## src/rtl/dest_drain_arbiter.sv

```systemverilog
// dest_drain_arbiter
// Drains the D0/D1 destination FIFOs with round-robin pops, buffers the
// returned words in a 4-entry tagged queue and presents one merged
// ready/valid stream. Also reports INIT/IDLE/ACTIVE status.
// Optional feature: define DRAIN_COUNTERS_EN to build the per-destination
// delivered-word counters; otherwise cnt_D0/cnt_D1 are tied to 0.

module dest_drain_arbiter #(
    parameter int DATA_WIDTH = 6,
    parameter int CNT_WIDTH  = 8
) (
    input  logic                  clk,
    input  logic                  reset,
    input  logic                  init,
    input  logic                  empty_fifo_D0,
    input  logic                  empty_fifo_D1,
    input  logic [DATA_WIDTH-1:0] data_out_D0,
    input  logic [DATA_WIDTH-1:0] data_out_D1,
    input  logic                  ready_in,
    output logic                  D0_pop,
    output logic                  D1_pop,
    output logic [DATA_WIDTH-1:0] data_out,
    output logic                  valid_out,
    output logic                  dest_out,
    output logic                  idle_out,
    output logic                  active_out,
    output logic [CNT_WIDTH-1:0]  cnt_D0,
    output logic [CNT_WIDTH-1:0]  cnt_D1
);

    typedef enum logic [1:0] {
        ST_INIT,
        ST_IDLE,
        ST_ACTIVE
    } state_t;

    state_t state;

    // Round-robin pointer: 0 = D0 granted last, 1 = D1 granted last
    logic last;

    // Pop in flight (FIFO consumes it at the next edge) and its source
    logic pop_q;
    logic pop_sel;

    // Word arriving on data_out_Dx this cycle and its source
    logic cap_q;
    logic cap_sel;

    // Output queue storage
    logic [DATA_WIDTH-1:0] q_data [4];
    logic [3:0]            q_dest;
    logic [1:0]            wr_ptr;
    logic [1:0]            rd_ptr;
    logic [2:0]            count;
    logic [1:0]            head_idx;

    logic [2:0] credit;
    logic       room;
    logic       elig0;
    logic       elig1;
    logic       grant0;
    logic       grant1;
    logic       enq;
    logic       deq;
    logic       pending;
    logic       any_data;

    // The pop strobes are themselves the "pop issued" record
    assign pop_q   = D0_pop | D1_pop;
    assign pop_sel = D1_pop;

    // Credit counts queued words plus everything still in the pipeline;
    // the same-cycle dequeue is deliberately ignored, so the queue cannot overflow
    assign credit = count + {2'b00, pop_q} + {2'b00, cap_q};
    assign room   = (credit < 3'd4);

    // A FIFO is never popped twice in a row because its empty flag lags the pop
    assign elig0  = init & ~empty_fifo_D0 & ~D0_pop & room;
    assign elig1  = init & ~empty_fifo_D1 & ~D1_pop & room;
    assign grant0 = elig0 & (~elig1 | last);
    assign grant1 = elig1 & (~elig0 | ~last);

    assign enq       = cap_q;
    assign valid_out = (count != 3'd0);
    assign deq       = valid_out & ready_in;

    // With an empty queue the slot behind rd_ptr still holds the last word shown
    assign head_idx = (count == 3'd0) ? (rd_ptr - 2'd1) : rd_ptr;
    assign data_out = q_data[head_idx];
    assign dest_out = q_dest[head_idx];

    assign pending  = pop_q | cap_q | (count != 3'd0);
    assign any_data = ~empty_fifo_D0 | ~empty_fifo_D1;

    // Register the arbitration result as the pop strobes and advance the round-robin pointer
    always_ff @(posedge clk or negedge reset) begin
        if (!reset) begin
            D0_pop <= 1'b0;
            D1_pop <= 1'b0;
            last   <= 1'b1;
        end else begin
            D0_pop <= grant0;
            D1_pop <= grant1;
            if (grant0 | grant1)
                last <= grant1;
        end
    end

    // Track that a popped word will be on the FIFO read port next cycle
    always_ff @(posedge clk or negedge reset) begin
        if (!reset) begin
            cap_q   <= 1'b0;
            cap_sel <= 1'b0;
        end else begin
            cap_q   <= pop_q;
            cap_sel <= pop_sel;
        end
    end

    // Output queue: capture arriving words at the tail, retire the head on handshake
    always_ff @(posedge clk or negedge reset) begin
        if (!reset) begin
            for (int i = 0; i < 4; i++)
                q_data[i] <= '0;
            q_dest <= '0;
            wr_ptr <= '0;
            rd_ptr <= '0;
            count  <= '0;
        end else begin
            if (enq) begin
                q_data[wr_ptr] <= cap_sel ? data_out_D1 : data_out_D0;
                q_dest[wr_ptr] <= cap_sel;
                wr_ptr         <= wr_ptr + 2'd1;
            end
            if (deq)
                rd_ptr <= rd_ptr + 2'd1;
            case ({enq, deq})
                2'b10:   count <= count + 3'd1;
                2'b01:   count <= count - 3'd1;
                default: count <= count;
            endcase
        end
    end

    // Status state machine with registered idle/active flags
    always_ff @(posedge clk or negedge reset) begin
        if (!reset) begin
            state      <= ST_INIT;
            idle_out   <= 1'b0;
            active_out <= 1'b0;
        end else begin
            case (state)
                ST_INIT: begin
                    if (init) begin
                        state      <= ST_IDLE;
                        idle_out   <= 1'b1;
                        active_out <= 1'b0;
                    end
                end
                ST_IDLE: begin
                    if (!init) begin
                        state      <= ST_INIT;
                        idle_out   <= 1'b0;
                        active_out <= 1'b0;
                    end else if (any_data || pending) begin
                        state      <= ST_ACTIVE;
                        idle_out   <= 1'b0;
                        active_out <= 1'b1;
                    end
                end
                ST_ACTIVE: begin
                    if (!init) begin
                        if (!pending) begin
                            state      <= ST_INIT;
                            idle_out   <= 1'b0;
                            active_out <= 1'b0;
                        end
                    end else if (!any_data && !pending) begin
                        state      <= ST_IDLE;
                        idle_out   <= 1'b1;
                        active_out <= 1'b0;
                    end
                end
                default: begin
                    state      <= ST_INIT;
                    idle_out   <= 1'b0;
                    active_out <= 1'b0;
                end
            endcase
        end
    end

`ifdef DRAIN_COUNTERS_EN
    // Count delivered words per destination, wrapping naturally
    always_ff @(posedge clk or negedge reset) begin
        if (!reset) begin
            cnt_D0 <= '0;
            cnt_D1 <= '0;
        end else if (deq) begin
            if (dest_out)
                cnt_D1 <= cnt_D1 + CNT_WIDTH'(1);
            else
                cnt_D0 <= cnt_D0 + CNT_WIDTH'(1);
        end
    end
`else
    assign cnt_D0 = '0;
    assign cnt_D1 = '0;
`endif

endmodule

```

## config.mk

```make
export PLATFORM = sky130hd
export DESIGN_NAME = dest_drain_arbiter
export DESIGN_NICKNAME = d
export VERILOG_FILES = /design/src/rtl/dest_drain_arbiter.sv
export SDC_FILE = /design/constraint.sdc
export NUM_CORES = 1
export LEC_CHECK = 0
export ABC_CLOCK_PERIOD_IN_PS = 2200
export CORE_ASPECT_RATIO = 1.2
export CORE_MARGIN = 2
export CORE_UTILIZATION = 25
export CTS_CLUSTER_DIAMETER = 120
export DETAILED_ROUTE_END_ITERATION = 10
export DONT_BUFFER_PORTS = 1
export MAX_ROUTING_LAYER = met4
export PLACE_DENSITY = 0.45
export SYNTH_ARGS = -nofsm -noshare
export SYNTH_HDL_FRONTEND = slang
export SYNTH_SLANG_ARGS = --single-unit
```

## constraint.sdc

```tcl
create_clock -name clk -period 2.2 [get_ports clk]
set_input_delay 0.44 -clock clk [delete_from_list [all_inputs] [get_ports clk]]
set_output_delay 0.44 -clock clk [all_outputs]
set_load 0.02 [all_outputs]
```

==> metrics.csv <==
metric;value;unit
areaGrowthSynthToFinish;25.6;%
ir_drop;0.706;mV
yosys-top-cells-area;dfrtp_1 (43%), a21oi_1 (6.5%), nor2_1 (5.5%), mux2i_1 (5.3%), buf_4 (4.9%);
cts-htree-levels;2;
worst-setup-path-type;reg2out;
p_seq_share;32.7;%
cts_root_buf;clkbuf_16;
ys_warn_count;0;
final_cell_area;3110;um^2
skew;0.00797;ns
start_util;25.9;%
fin_util;32.5;%
drv_slew;0;
grt_pass1_wl;9.16;mm
required;1.76;ns
r2r_slack;0.08;ns
synth_flop_cell;dfrtp_1;
layout_common_cells;dfrtp_1 (39), nor2_1 (35), a21oi_1 (31), buf_4 (25), conb_1 (16);
holdWs;-0.00405;ns
slowest_stage;dfrtp_2;
worst_slack;-0.0391;ns
crit_fanout;8;
startpoint_type;flip-flop;
synth_area_leader_cell;dfrtp_1;
drive_gt1_share;26.9;%
final_nets;314;
cpMostUsedCell;o21ai_1;
fillerInstances;1021;
routabilityCongestion;0.717;
io_buffer_count;0;
setup_viol;3;
clk_pin_slew;0.06;ns
routed_wl;5.80;mm
grt_antenna_before_repair;0;
dp_hpwl;4.09;mm
power_switching;2.03;mW
die_w;94.9;um
coreArea;9560;um^2
via_count;1890;
diodes;0;
synth-edff-count;0;
reg2reg_depth;7;
arrival;1.80;ns
failed_checks;hold timing, setup timing;
p_per_area;1610;nW/um^2
cts.sinks;44;
p_comb_share;50.8;%
via_per_inst;4.58;
hold_viol;3;
max-slew-margin-rel;53.3;%
min_path_type;in2async;
cts_buffers;5;
power_leakage;1.31;nW
cp-end-kind;output pin;
fin_crit_sh;102;%
clock_latency;0.28;ns
drv_cap;0;
grt-ovfl-total;0;
grt_usage;11.4;%
tightest_slew;0.701;ns
yosysTopAreaCellShare;43.5;%
rsz0062_at_grt;true;
synth_seq_cells;44;
ctsLongestPathBuffers;2;
die_h;113;um
path_cells;nor3_4, inv_4, clkbuf_16, nor3b_1, o21ai_1, o21ai_1, buf_4;
synthArstFlopShare;100;%
min_period;2.24;ns
final_common_cell;dfrtp_1;
synth_cells;265;
cts_tree;built;
placed_area;2660;um^2
syn_area;2480;um^2
timing.rr.start;count[2]$_DFFE_PN0P_;
tns;-0.0741;ns
pin_count;46;
critPathLaunch;count[2]$_DFFE_PN0P_;
avgRoutedWirePerCell;14.1;um
reg2reg_to;idle_out$_DFFE_PN0P_;
grt_max_degree;45;
yosys.cell_types.count;42;
grt_pass1_vias;1806;
ys_seq_area_share;44.5;%
row_count;39;
internal-power;2.97;mW
drt_pass1_iterations;4;
crit_end;data_out[0];
max_stage_delay;0.42;ns
drc_errors;0;
postSynthAreaPerCell;9.34;um^2
p_clk_share;16.6;%
drt_first_iter_violations;79;
outcome;complete, but fails checks;
die_area;10700;um^2
fmax;447;MHz
ant_nets;0;
netSwitchingFraction;40.6;%
p_total;4.99;mW
-- cell usage after synthesis, types with 2 or more instances --
| cell type | instances |
|---|---|
| buf_4 | 16 |
| mux2i_1 | 13 |
| o211ai_1 | 2 |
| buf_1 | 4 |
| o21ai_0 | 22 |
| clkbuf_1 | 9 |
| nand2_1 | 7 |
| and2_1 | 5 |
| a211oi_1 | 7 |
| xnor2_1 | 2 |
| a21oi_1 | 32 |
| mux2_2 | 4 |
| and3_1 | 6 |
| dfrtp_1 | 43 |
| nand2b_1 | 2 |
| a311o_1 | 2 |
| nor2_1 | 36 |
| ha_1 | 6 |
| nor3_1 | 2 |
| o21a_1 | 2 |
| xor2_1 | 5 |
| inv_1 | 12 |
| nor3b_1 | 7 |
-- critical path: cells and delay by family, from the launching register on --
| kind | cells | cell delay [ns] |
|---|---|---|
| simple gates | 2 | 0.48 |
| buf+inv | 3 | 0.43 |
| flops | 1 | 0.42 |
| compound gates | 2 | 0.18 |
-- logic make-up after synthesis --
group                      after synthesis  share of synthesized area [%]
AOI/OAI and AO/OA                       76                           18.2
and+or+nand+nor                         69                           13.9
DFF                                     44                           44.5
buffers and inverters                   43                           9.35
muxes                                   17                           7.07
adders and majority gates                8                           4.30
xor gates and xnor gates                 7                           2.48
other                                    1                          0.151
-- registers in the layout, indices dropped and copies added, names as in the netlist --
register / cells
idle_out: 1
D1_pop: 1
last: 1
rd_ptr: 2
q_dest: 4
count: 3
active_out: 1
cap_q: 1
wr_ptr: 2
cap_sel: 1
q_data: 24
state: 2
D0_pop: 1
-- final cells by class --
type | count | area [um^2] | share of cell area, %
multi-input cells | 193 | 1330 | 42.7
clock inverters | 2 | 35.0 | 1.13
flip-flops and latches | 44 | 1110 | 35.6
clock buffers | 6 | 129 | 4.14
inverters | 13 | 51.3 | 1.65
repair buffers | 32 | 305 | 9.81
well taps | 123 | 154 | 4.95
-- routing by layer --
metal	track usage, %	share of wire (%)	vias to the layer above
met5	-	0	-
met4	3.48	1.1	0
met3	2.33	3.7	4
met2	17.7	48	46
met1	15.0	47	906
li1	-	-	934
-- timing repair --
item / CTS / global route
hold endpoints to repair: 44 / 0
hold buffers: 1 / 0
pin swaps: 1 / 16
gates cloned: 0 / 2
resized for setup: 14 / 41
setup buffers: 4 / 4
endpoints found under the setup margin: 7 / 8
-- worst min path at each step --
| stage | to | depth (start not counted) | startpoint | slack (ns) |
|---|---|---|---|---|
| 2_1_floorplan | D0_pop$_DFF_PN0_ | 0 | reset | 0.14 |
| 3_3_place_gp | idle_out$_DFFE_PN0P_ | 0 | reset | 0.15 |
| 3_5_place_dp | idle_out$_DFFE_PN0P_ | 0 | reset | 0.15 |
| 4_1_cts | idle_out$_DFFE_PN0P_ | 1 | reset | 0.002 |
| 5_1_grt | active_out$_DFFE_PN0P_ | 1 | reset | 0.007 |
| 6_report | active_out$_DFFE_PN0P_ | 1 | reset | -0.004 |
-- metrics by stage --
| step | instances | hold WS (ns) | setup slack (ns) |
|---|---|---|---|
| after floorplan | 280 | 0.144 | 0.00416 |
| final | 413 | -0.00405 | -0.0391 |
| after global placement | 394 | 0.146 | 0.187 |
| after global routing | 413 | 0.00702 | -0.154 |
| after detailed placement | 394 | 0.145 | 0.170 |
| after CTS | 407 | 0.00167 | -0.00971 |
-- power groups by stage --
stage                     sequential, mW  combinational [mW]  clock [mW]
after floorplan                     1.43                1.56           0
after global placement              1.60                2.04           0
after detailed placement            1.62                2.06           0
after CTS                           1.60                2.20       0.861
after global routing                1.70                2.83       0.890
final                               1.63                2.53       0.828
Note: power is estimated with default switching activity, not from simulation.
==> edit, RTL diff (config.mk and constraints unchanged) <==
The parameter `DATA_WIDTH` goes from 6 to 12.
--- a/src/rtl/dest_drain_arbiter.sv
+++ b/src/rtl/dest_drain_arbiter.sv
@@ -6,7 +6,7 @@
 // delivered-word counters; otherwise cnt_D0/cnt_D1 are tied to 0.
 
 module dest_drain_arbiter #(
-    parameter int DATA_WIDTH = 6,
+    parameter int DATA_WIDTH = 12,
     parameter int CNT_WIDTH  = 8
 ) (
     input  logic                  clk,
Ports: changed (resized data_out, data_out_D0 and data_out_D1); port bits go from 46 to 64. The function was not compared with the original's and may differ.
==> edit against the original RTL <==
The run still ends with hold timing, setup timing left. Sequential share of layout area increased by 0.84 points. Cell area increased by 50%. Non-clock buffer count increased by 11. Via count increased by 49%. Fmax decreased by 10%. Routed wire length increased by 59%. Utilization decreased by 0.23 points. Largest power group unchanged. Highest routed layer unchanged. Synthesized area increased by 50%. First-iteration DRC count increased by 67%. Setup slack got worse by 260 ps. Sequential cell count increased by 24. Clock power increased by 94%. Critical path type unchanged. Power increased by 56%.
==> edit: results (changes against the original RTL) <==
outcome=finished with violations; failing checks=hold timing, setup timing; layout cells sized above 1=23.4% (-3.5 points); FF-to-FF path depth=11 (+4); Hold WS=-21.4 ps (-17.3 ps); xor-xnor portion of the synthesized cell area=1.65% (-0.82 points); comb_multi_in=280 (+45%); final hold vios=9 (+6); synth cell count leaders=nor2_1 (105), dfrtp_1 (67), a21oi_1 (65); largest net degree at the start of global routing=69 (+53%); # setup viols final=13 (+10); clk_lat worst skew=330 ps (+50 ps); Fillers=1,487 (+46%); detailed-route wire length per cell=15.0 um (+6.4%); multi-input logic area=0.00185 sq mm (+39%); Critical Path End=dest_out; Slowest-stage cell, CP=mux4_2; slowest stage delay, CP=500 ps (+80 ps); first-pass GRT wire length=14.2 mm (+55%); Adder-Cell Fraction of Synth Area=2.83% (-1.5 points); worst r2r src=count[0]; switching portion of total power=38.6% (-2.0 points); worst reg2reg path endpoint=count[2]; routed vias=2,807 (+49%); pre-CTS setup slack=-118 ps (-288 ps); CP delay by family, top=multiplexers; CTS sink cnt=68 (+55%); Seq. cell area=0.00170 sq mm (+54%); Setup WS post-layout=-300 ps (-260 ps); mux cell area share after synthesis=16.4% (+9.3 points); Comb power=3.94 mW (+56%); Sequential Power Share=28.8% (-3.9 points); Non-clk invs=11 (-2); drt initial violations=132 (+67%); HPWL after DPL=5.94 mm (+45%); r2r setup slk=200 ps (+120 ps)
-- edit: changes by cell type after synthesis, moves of 3 or more --
cell / unedited run / this run
nor2_1: 36 / 105
a21oi_1: 32 / 65
dfrtp_1: 43 / 67
o21ai_0: 22 / 4
mux2i_1: 13 / 27
mux4_2: 0 / 13
buf_2: 0 / 12
a211oi_1: 7 / 0
nor3b_1: 7 / 0
and3_1: 6 / 0
buf_1: 4 / 0
clkbuf_1: 9 / 13
and2_1: 5 / 8
-- edit: per-stage QoR --
step | instances | cell area (sq um) | utilization, % | TNS [ps]
after floorplan | 401 | 3760 | - | 0
after global placement | 590 | 4060 | 28.1 | -78.2
after detailed placement | 590 | 4060 | 28.1 | -123
after CTS | 612 | 4560 | 31.5 | -3850
after global routing | 618 | 4670 | 32.3 | -4630
final | 618 | 4670 | 32.3 | -3600
-- edit: what timing repair did --
action | CTS | global route
endpoints found under the setup margin | 13 | 13
hold buffers | 1 | 0
endpoints found under the hold margin | 68 | 0
gates cloned | 1 | 5
pin swaps | 0 | 1
setup buffers | 4 | 2
gates resized for setup | 21 | 12
-- edit: metal layers --
layer	wire length, um	vias up	track usage (%)
met4	240	0	5.62
met3	392	15	2.99
met1	3950	1403	14.2
met5	0	-	-
li1	-	1329	-
met2	4650	60	19.8
-- edit: worst reg2reg max path, stage by stage (launching register included) --
cell      delay [ps]
dfrtp_1          390
nor3_4            60
buf_6            130
buf_6            120
clkinv_8          60
and2_4           160
ha_2             180
inv_1             50
fa_1             370
xor2_1           150
nor2_1           110
xor2_1           140
-- edit: cells by family (layout without fill, tap and decap cells) --
group	after synthesis	after routing
AO/OA/AOI/OAI	77	77
adder cells (fa/ha/maj)	8	8
flip-flops	68	68
XOR/XNOR	7	7
other	1	16
multiplexers	44	44
buffers and inverters	53	70
AND/OR/NAND/NOR	128	128
